===== src/rtl/huffman_codegen_if.sv =====
// huffman_codegen_if
//   Bundles the count-input side and the codeword-output side of the
//   Huffman code generator into a single interface.
//   Signals:
//     CNT_valid        one-cycle strobe, CNT1..CNT6 valid this cycle
//     CNT1..CNT6       CW-bit occurrence counts of symbols 1..6
//     code_valid       one-cycle strobe, HC/M hold a new result
//     HC1..HC6         CW-bit codewords, right-aligned, root-side bit is MSB
//     M1..M6           CW-bit masks with the low len(n) bits set
//   Modports:
//     master  drives the counts and receives the codes (upstream / bench)
//     slave   receives the counts and drives the codes (the generator)
interface huffman_codegen_if #(
    parameter int CW = 8
);
    logic          CNT_valid;
    logic [CW-1:0] CNT1, CNT2, CNT3, CNT4, CNT5, CNT6;
    logic          code_valid;
    logic [CW-1:0] HC1, HC2, HC3, HC4, HC5, HC6;
    logic [CW-1:0] M1, M2, M3, M4, M5, M6;

    modport master (
        output CNT_valid, CNT1, CNT2, CNT3, CNT4, CNT5, CNT6,
        input  code_valid, HC1, HC2, HC3, HC4, HC5, HC6,
        input  M1, M2, M3, M4, M5, M6
    );

    modport slave (
        input  CNT_valid, CNT1, CNT2, CNT3, CNT4, CNT5, CNT6,
        output code_valid, HC1, HC2, HC3, HC4, HC5, HC6,
        output M1, M2, M3, M4, M5, M6
    );
endinterface


===== src/rtl/huffman_codegen.sv =====
// huffman_codegen
//   Builds a 6-leaf Huffman tree from six symbol counts by merging the two
//   lowest-ranked nodes five times, one merge per cycle, then presents the
//   per-symbol codewords and masks with a one-cycle code_valid pulse.
//   A job accepted in cycle t reports in cycle t+7.
//   Ports:
//     clk     system clock, rising edge
//     reset   asynchronous, active-low reset
//     bus     huffman_codegen_if slave modport (counts in, codes out)
module huffman_codegen #(
    parameter int CW = 8,
    parameter int SW = 11
) (
    input  logic                clk,
    input  logic                reset,
    huffman_codegen_if.slave    bus
);

    localparam int LW = $clog2(CW + 1);
    localparam int TW = 4;

    typedef enum logic [1:0] {IDLE, LOAD, MERGE, DONE} state_t;

    state_t        state, state_nxt;
    logic [2:0]    merge_cnt;
    logic          code_valid_q;

    // Node slots: slot i starts as leaf i; merged nodes reuse the L2 slot.
    logic [SW-1:0] node_cnt [6];
    logic [TW-1:0] node_tag [6];
    logic [5:0]    node_act;

    // Per-symbol state: which slot currently holds the symbol, code so far.
    logic [2:0]    sym_ptr  [6];
    logic [CW-1:0] sym_code [6];
    logic [LW-1:0] sym_len  [6];

    logic [CW-1:0] hc_q [6];
    logic [CW-1:0] m_q  [6];
    logic [CW-1:0] cnt_in [6];

    logic [2:0]    l1, l2;
    logic          found1, found2;

    logic [SW-1:0] cnt_nxt  [6];
    logic [TW-1:0] tag_nxt  [6];
    logic [5:0]    act_nxt;
    logic [2:0]    ptr_nxt  [6];
    logic [CW-1:0] code_nxt [6];
    logic [LW-1:0] len_nxt  [6];

    assign cnt_in[0] = bus.CNT1;
    assign cnt_in[1] = bus.CNT2;
    assign cnt_in[2] = bus.CNT3;
    assign cnt_in[3] = bus.CNT4;
    assign cnt_in[4] = bus.CNT5;
    assign cnt_in[5] = bus.CNT6;

    assign bus.code_valid = code_valid_q;
    assign bus.HC1 = hc_q[0];
    assign bus.HC2 = hc_q[1];
    assign bus.HC3 = hc_q[2];
    assign bus.HC4 = hc_q[3];
    assign bus.HC5 = hc_q[4];
    assign bus.HC6 = hc_q[5];
    assign bus.M1  = m_q[0];
    assign bus.M2  = m_q[1];
    assign bus.M3  = m_q[2];
    assign bus.M4  = m_q[3];
    assign bus.M5  = m_q[4];
    assign bus.M6  = m_q[5];

    // A ranks below B on a smaller count; on equal counts the larger tag is lower.
    function automatic logic ranks_below(input logic [SW-1:0] ca, input logic [TW-1:0] ta,
                                         input logic [SW-1:0] cb, input logic [TW-1:0] tb);
        return (ca < cb) || ((ca == cb) && (ta > tb));
    endfunction

    always_ff @(posedge clk or negedge reset) begin
        if (!reset) state <= IDLE;
        else        state <= state_nxt;
    end

    always_comb begin
        state_nxt = state;
        case (state)
            IDLE:    if (bus.CNT_valid) state_nxt = LOAD;
            LOAD:    state_nxt = MERGE;
            MERGE:   if (merge_cnt == 3'd4) state_nxt = DONE;
            DONE:    state_nxt = IDLE;
            default: state_nxt = IDLE;
        endcase
    end

    // Pick the lowest (L1) and second-lowest (L2) ranked active slots.
    always_comb begin
        l1     = '0;
        l2     = '0;
        found1 = 1'b0;
        found2 = 1'b0;
        for (int i = 0; i < 6; i++) begin
            if (node_act[i] && (!found1 ||
                ranks_below(node_cnt[i], node_tag[i], node_cnt[l1], node_tag[l1]))) begin
                l1     = 3'(i);
                found1 = 1'b1;
            end
        end
        for (int i = 0; i < 6; i++) begin
            if (node_act[i] && (3'(i) != l1) && (!found2 ||
                ranks_below(node_cnt[i], node_tag[i], node_cnt[l2], node_tag[l2]))) begin
                l2     = 3'(i);
                found2 = 1'b1;
            end
        end
    end

    // One merge step. L2 symbols get a 0 at position len, which is already
    // 0 because bits above len are never set, so only their length advances.
    always_comb begin
        cnt_nxt  = node_cnt;
        tag_nxt  = node_tag;
        act_nxt  = node_act;
        ptr_nxt  = sym_ptr;
        code_nxt = sym_code;
        len_nxt  = sym_len;
        cnt_nxt[l2] = node_cnt[l1] + node_cnt[l2];
        tag_nxt[l2] = TW'(4) - TW'(merge_cnt);
        act_nxt[l1] = 1'b0;
        for (int s = 0; s < 6; s++) begin
            if (sym_ptr[s] == l1) begin
                code_nxt[s] = sym_code[s] | (CW'(1) << sym_len[s]);
                len_nxt[s]  = sym_len[s] + LW'(1);
                ptr_nxt[s]  = l2;
            end else if (sym_ptr[s] == l2) begin
                len_nxt[s]  = sym_len[s] + LW'(1);
            end
        end
    end

    // Leaves are captured on the CNT_valid edge; the final merge edge also
    // registers HC/M so they appear together with code_valid in DONE.
    always_ff @(posedge clk or negedge reset) begin
        if (!reset) begin
            merge_cnt    <= '0;
            code_valid_q <= 1'b0;
            node_act     <= '0;
            for (int i = 0; i < 6; i++) begin
                node_cnt[i] <= '0;
                node_tag[i] <= '0;
                sym_ptr[i]  <= '0;
                sym_code[i] <= '0;
                sym_len[i]  <= '0;
                hc_q[i]     <= '0;
                m_q[i]      <= '0;
            end
        end else begin
            case (state)
                IDLE: begin
                    if (bus.CNT_valid) begin
                        merge_cnt <= '0;
                        node_act  <= 6'b111111;
                        for (int i = 0; i < 6; i++) begin
                            node_cnt[i] <= SW'(cnt_in[i]);
                            node_tag[i] <= TW'(i + 6);
                            sym_ptr[i]  <= 3'(i);
                            sym_code[i] <= '0;
                            sym_len[i]  <= '0;
                        end
                    end
                end
                MERGE: begin
                    merge_cnt <= merge_cnt + 3'd1;
                    node_cnt  <= cnt_nxt;
                    node_tag  <= tag_nxt;
                    node_act  <= act_nxt;
                    sym_ptr   <= ptr_nxt;
                    sym_code  <= code_nxt;
                    sym_len   <= len_nxt;
                    if (merge_cnt == 3'd4) begin
                        code_valid_q <= 1'b1;
                        for (int s = 0; s < 6; s++) begin
                            hc_q[s] <= code_nxt[s];
                            m_q[s]  <= (CW'(1) << len_nxt[s]) - CW'(1);
                        end
                    end
                end
                DONE: code_valid_q <= 1'b0;
                default: ;
            endcase
        end
    end

endmodule


===== src/flat_wrapper.sv =====
// flat-port wrapper written by rule: the top's interface ports become plain ports
module huffman_codegen_flat 
#(
    parameter int CW = 8,
    parameter int SW = 11
)
  (clk, reset, bus_CNT_valid, bus_CNT1, bus_CNT2, bus_CNT3, bus_CNT4, bus_CNT5, bus_CNT6, bus_code_valid, bus_HC1, bus_HC2, bus_HC3, bus_HC4, bus_HC5, bus_HC6, bus_M1, bus_M2, bus_M3, bus_M4, bus_M5, bus_M6);
  huffman_codegen_if #(.CW(CW)) bus_i ();
  input  logic clk;
  input  logic reset;
  input wire logic [$bits(bus_i.CNT_valid)-1:0] bus_CNT_valid;
  input wire logic [$bits(bus_i.CNT1)-1:0] bus_CNT1;
  input wire logic [$bits(bus_i.CNT2)-1:0] bus_CNT2;
  input wire logic [$bits(bus_i.CNT3)-1:0] bus_CNT3;
  input wire logic [$bits(bus_i.CNT4)-1:0] bus_CNT4;
  input wire logic [$bits(bus_i.CNT5)-1:0] bus_CNT5;
  input wire logic [$bits(bus_i.CNT6)-1:0] bus_CNT6;
  output wire logic [$bits(bus_i.code_valid)-1:0] bus_code_valid;
  output wire logic [$bits(bus_i.HC1)-1:0] bus_HC1;
  output wire logic [$bits(bus_i.HC2)-1:0] bus_HC2;
  output wire logic [$bits(bus_i.HC3)-1:0] bus_HC3;
  output wire logic [$bits(bus_i.HC4)-1:0] bus_HC4;
  output wire logic [$bits(bus_i.HC5)-1:0] bus_HC5;
  output wire logic [$bits(bus_i.HC6)-1:0] bus_HC6;
  output wire logic [$bits(bus_i.M1)-1:0] bus_M1;
  output wire logic [$bits(bus_i.M2)-1:0] bus_M2;
  output wire logic [$bits(bus_i.M3)-1:0] bus_M3;
  output wire logic [$bits(bus_i.M4)-1:0] bus_M4;
  output wire logic [$bits(bus_i.M5)-1:0] bus_M5;
  output wire logic [$bits(bus_i.M6)-1:0] bus_M6;
  assign bus_i.CNT_valid = bus_CNT_valid;
  assign bus_i.CNT1 = bus_CNT1;
  assign bus_i.CNT2 = bus_CNT2;
  assign bus_i.CNT3 = bus_CNT3;
  assign bus_i.CNT4 = bus_CNT4;
  assign bus_i.CNT5 = bus_CNT5;
  assign bus_i.CNT6 = bus_CNT6;
  assign bus_code_valid = bus_i.code_valid;
  assign bus_HC1 = bus_i.HC1;
  assign bus_HC2 = bus_i.HC2;
  assign bus_HC3 = bus_i.HC3;
  assign bus_HC4 = bus_i.HC4;
  assign bus_HC5 = bus_i.HC5;
  assign bus_HC6 = bus_i.HC6;
  assign bus_M1 = bus_i.M1;
  assign bus_M2 = bus_i.M2;
  assign bus_M3 = bus_i.M3;
  assign bus_M4 = bus_i.M4;
  assign bus_M5 = bus_i.M5;
  assign bus_M6 = bus_i.M6;
  huffman_codegen #(.CW(CW), .SW(SW)) u_core (.clk(clk), .reset(reset), .bus(bus_i));
endmodule

===== config.mk =====
export PLATFORM = sky130hd
export DESIGN_NAME = huffman_codegen_flat
export DESIGN_NICKNAME = d
export VERILOG_FILES = /design/src/rtl/huffman_codegen_if.sv /design/src/rtl/huffman_codegen.sv /design/src/flat_wrapper.sv
export SDC_FILE = /design/constraint.sdc
export NUM_CORES = 1
export LEC_CHECK = 0
export CORE_ASPECT_RATIO = 1.5
export CORE_MARGIN = 8
export CORE_UTILIZATION = 43
export CTS_BUF_LIST = sky130_fd_sc_hd__clkbuf_8
export DETAILED_ROUTE_END_ITERATION = 6
export REMOVE_ABC_BUFFERS = 1
export SYNTH_ARGS = -nofsm -noshare
export SYNTH_HDL_FRONTEND = slang
export SYNTH_SLANG_ARGS = --single-unit

===== constraint.sdc =====
create_clock -name clk -period 43.3 [get_ports clk]
set_clock_uncertainty 0.2 [all_clocks]
set_input_delay 4.33 -clock clk [delete_from_list [all_inputs] [get_ports clk]]
set_output_delay 4.33 -clock clk [all_outputs]
set_load 0.005 [all_outputs]

==> results.yml <==
sta:
  hold_violations: 0
  period_needed_ns: 29.01
  tns_ns: 0
  maxSlewViolCount: 0
  max_slew.worst_pin.slew_ns: 1.28
  slew_headroom_pct: 13.6
  fin_ws_ns: 14.29
  rsz0062_at_grt: "no"
  finalSetupViolations: 0
  min_period_over_period_pct: 67.0
  timing.fmax_mhz: 34.5
placement:
  io_buffers: 147
  gp_congestion: 1.03
  dp_slack_ns: 15.31
  place_hpwl_um: 66700
detailed_routing:
  num_vias: 21500
  ant_nets: 0
  drt_iter0_markers: 1717
  first_pass_iters: 6
  route.detailed.drc: 0
  routed_via_density: 6.32
  wl_per_cell_um: 26.5
  routed_wl_um: 90400
die:
  floorplan.initialDensity_pct: 43.6
  io_pins: 148
  die_x_um: 199
  rows: 100
  die_y_um: 291
  dieArea_um2: 57900
  core_region_area_um2: 49700
clock_network:
  clockBufferDepth: 3
  cts_hold_buf: 0
  clk_latency_ns: 0.63
  root_buffer: "clkbuf_8"
  clkSinkCount: 288
  cts_setup_buffers: 0
  cts_max_level: 2
  path_clk_slew_ns: 0.07
  cts-buffers-inserted: 48
  cts-resized-gates: 0
  cts_tree: "done"
critical_path:
  reg2reg_from: "u_core.node_cnt[59]$_DFFE_PN0P_"
  critPathKind: "reg -> reg"
  reg2reg_depth: 100
  cpPeakStageDelay_ns: 0.99
  reg2reg_to: "u_core.node_cnt[10]$_DFFE_PN0P_"
  critPathLaunchType: "register"
  path_common_cell: "a21oi_1"
  worstPathArrival_ns: 29.33
  crit_slowest_cell: "o311a_1"
  worstPathRequired_ns: 43.62
  worstSetupEndpointType: "register"
  critPathMaxFanout: 38
  r2r_slack_ns: 14.29
global_route:
  grt_pass1_vias: 21600
  grt-ovfl-total: 0
  grt_max_degree: 106
  antenna_found_initial: 2
  grtUsageTotal_pct: 30.8
  grt_pass1_wl_um: 135000
worst_hold_path:
  hold_path_end: "u_core.bus.HC2[3]$_DFFE_PN0P_"
  hold_path_depth: 2
  hp-class: "reg -> reg"
  hp-start: "u_core.bus.HC2[3]$_DFFE_PN0P_"
job:
  drv_cap: 0
synthesis:
  async_reset_ff_share_pct: 100
  synthAdderAreaFrac_pct: 11.3
  ys_warn_count: 0
  syn_area_per_cell_um2: 8.23
  synth_compound_area_share_pct: 29.5
  synth-simple-area-share_pct: 16.7
  synth-edff-count: 0
  synth_top_family_by_area: "compound AO/OA/AOI/OAI gates"
  synthXorXnorAreaFrac_pct: 1.34
  netlist_area_um2: 21600
  synth.mux.area_fraction_pct: 2.49
  ys.flop_type: "dfrtp_1"
  ys_ff_latch: 288
  seq_area_frac_synth_pct: 33.3
  synth_cells: 2628
  yosysUniqueCellTypes: 102
cells_and_area:
  area_growth_pct: 14.2
  drive_gt1_share_pct: 6.93
  final_common_cell: "nand2_1"
  nets: 2953
  mostFrequentLayoutCells: "337 x nand2_1, 288 x dfrtp_1, 229 x o21ai_0"
  fin_util_pct: 49.8
outcome:
  status: "completed"
layer usage:
| layer | track usage, % | wire length (um) |
|---|---|---|
| met1 | 31.5 | 31200 |
| met3 | 5.20 | 5410 |
| met4 | 26.3 | 9050 |
| met5 | 0 | 0 |
| met2 | 53.4 | 44800 |
cell families (layout without fill, tap and decap cells):
| kind of cell | count (synthesis) | after routing |
|---|---|---|
| AO/OA/AOI/OAI | 962 | 962 |
| AND/OR/NAND/NOR | 794 | 794 |
| buffers and inverters | 305 | 417 |
| flip-flops | 288 | 288 |
| adder cells (fa/ha/maj) | 195 | 195 |
| multiplexers | 51 | 51 |
| XOR/XNOR | 33 | 33 |
| other | 0 | 4 |
metrics by stage:
| stage | cells | area, um2 | hold WS, ns |
|---|---|---|---|
| floorplan | 2469 | 21000 | 0.257 |
| global placement | 3320 | 23700 | 0.253 |
| global route | 3404 | 24700 | 0.298 |
| CTS | 3403 | 24700 | 0.275 |
| finish | 3407 | 24700 | 0.271 |
| detailed placement | 3320 | 23700 | 0.262 |
critical path: cells and delay by family, from the launching register on:
kind,cells,cell delay (ns)
compound gates,59,17.35
simple gates,20,4.21
fa+ha+maj,10,3.21
buf+inv,6,1.76
mux,3,1.23
flops,1,0.52
xor+xnor,2,0.33
flip-flops by register name, indices dropped and copies added (netlist names):
signal / cells
u_core.bus.M1: 8
u_core.bus.HC5: 8
u_core.bus.M6: 8
u_core.bus.M2: 8
u_core.sym_ptr: 18
u_core.state: 2
u_core.node_tag: 24
u_core.bus.M4: 8
u_core.bus.HC3: 8
u_core.bus.M3: 8
u_core.bus.HC6: 8
u_core.bus.M5: 8
u_core.bus.HC4: 8
u_core.node_cnt: 66
u_core.node_act: 6
u_core.bus.HC2: 8
u_core.sym_len: 24
u_core.bus.code_valid: 1
u_core.sym_code: 48
u_core.merge_cnt: 3
u_core.bus.HC1: 8
area by class of cell:
type | count | area (um2)
flip-flops and latches | 288 | 7210
diodes | 4 | 10.0
clock buffers | 61 | 840
multi-input cells | 2035 | 13300
fillers | 4954 | 25000
well taps | 663 | 830
clock inverters | 22 | 154
repair buffers | 188 | 1780
inverters | 146 | 548
Yosys cell counts (40+ instances only):
master | instances | share of area, %
a31oi_1 | 54 | 1.6
nor3_1 | 45 | 1.0
nand3_1 | 51 | 1.2
o22ai_1 | 113 | 3.3
inv_1 | 144 | 2.5
nor2_1 | 192 | 3.3
a22o_1 | 40 | 1.6
a21oi_1 | 215 | 5.0
dfrtp_1 | 288 | 33
o21ai_0 | 232 | 5.4
clkbuf_1 | 128 | 2.2
nand2_1 | 339 | 5.9
mux2i_1 | 41 | 1.9
ha_1 | 194 | 11
how the worst max path moves through the flow:
stage,startpoint,endpoint,slack [ns],cells past startpoint
global route,u_core.node_cnt[56]$_DFFE_PN0P_,u_core.node_cnt[10]$_DFFE_PN0P_,12.54,100
detailed placement,u_core.node_cnt[59]$_DFFE_PN0P_,u_core.node_cnt[10]$_DFFE_PN0P_,15.31,104
CTS,u_core.node_cnt[59]$_DFFE_PN0P_,u_core.node_cnt[10]$_DFFE_PN0P_,15.20,104
finish,u_core.node_cnt[59]$_DFFE_PN0P_,u_core.node_cnt[10]$_DFFE_PN0P_,14.29,100
global placement,u_core.node_cnt[59]$_DFFE_PN0P_,u_core.node_cnt[65]$_DFFE_PN0P_,15.87,103
floorplan,u_core.node_cnt[59]$_DFFE_PN0P_,u_core.node_cnt[65]$_DFFE_PN0P_,14.02,95
Power is left out: the tool's default activity adds up to more than one toggle a clock period on the data nets, which glitch-free logic cannot reach.
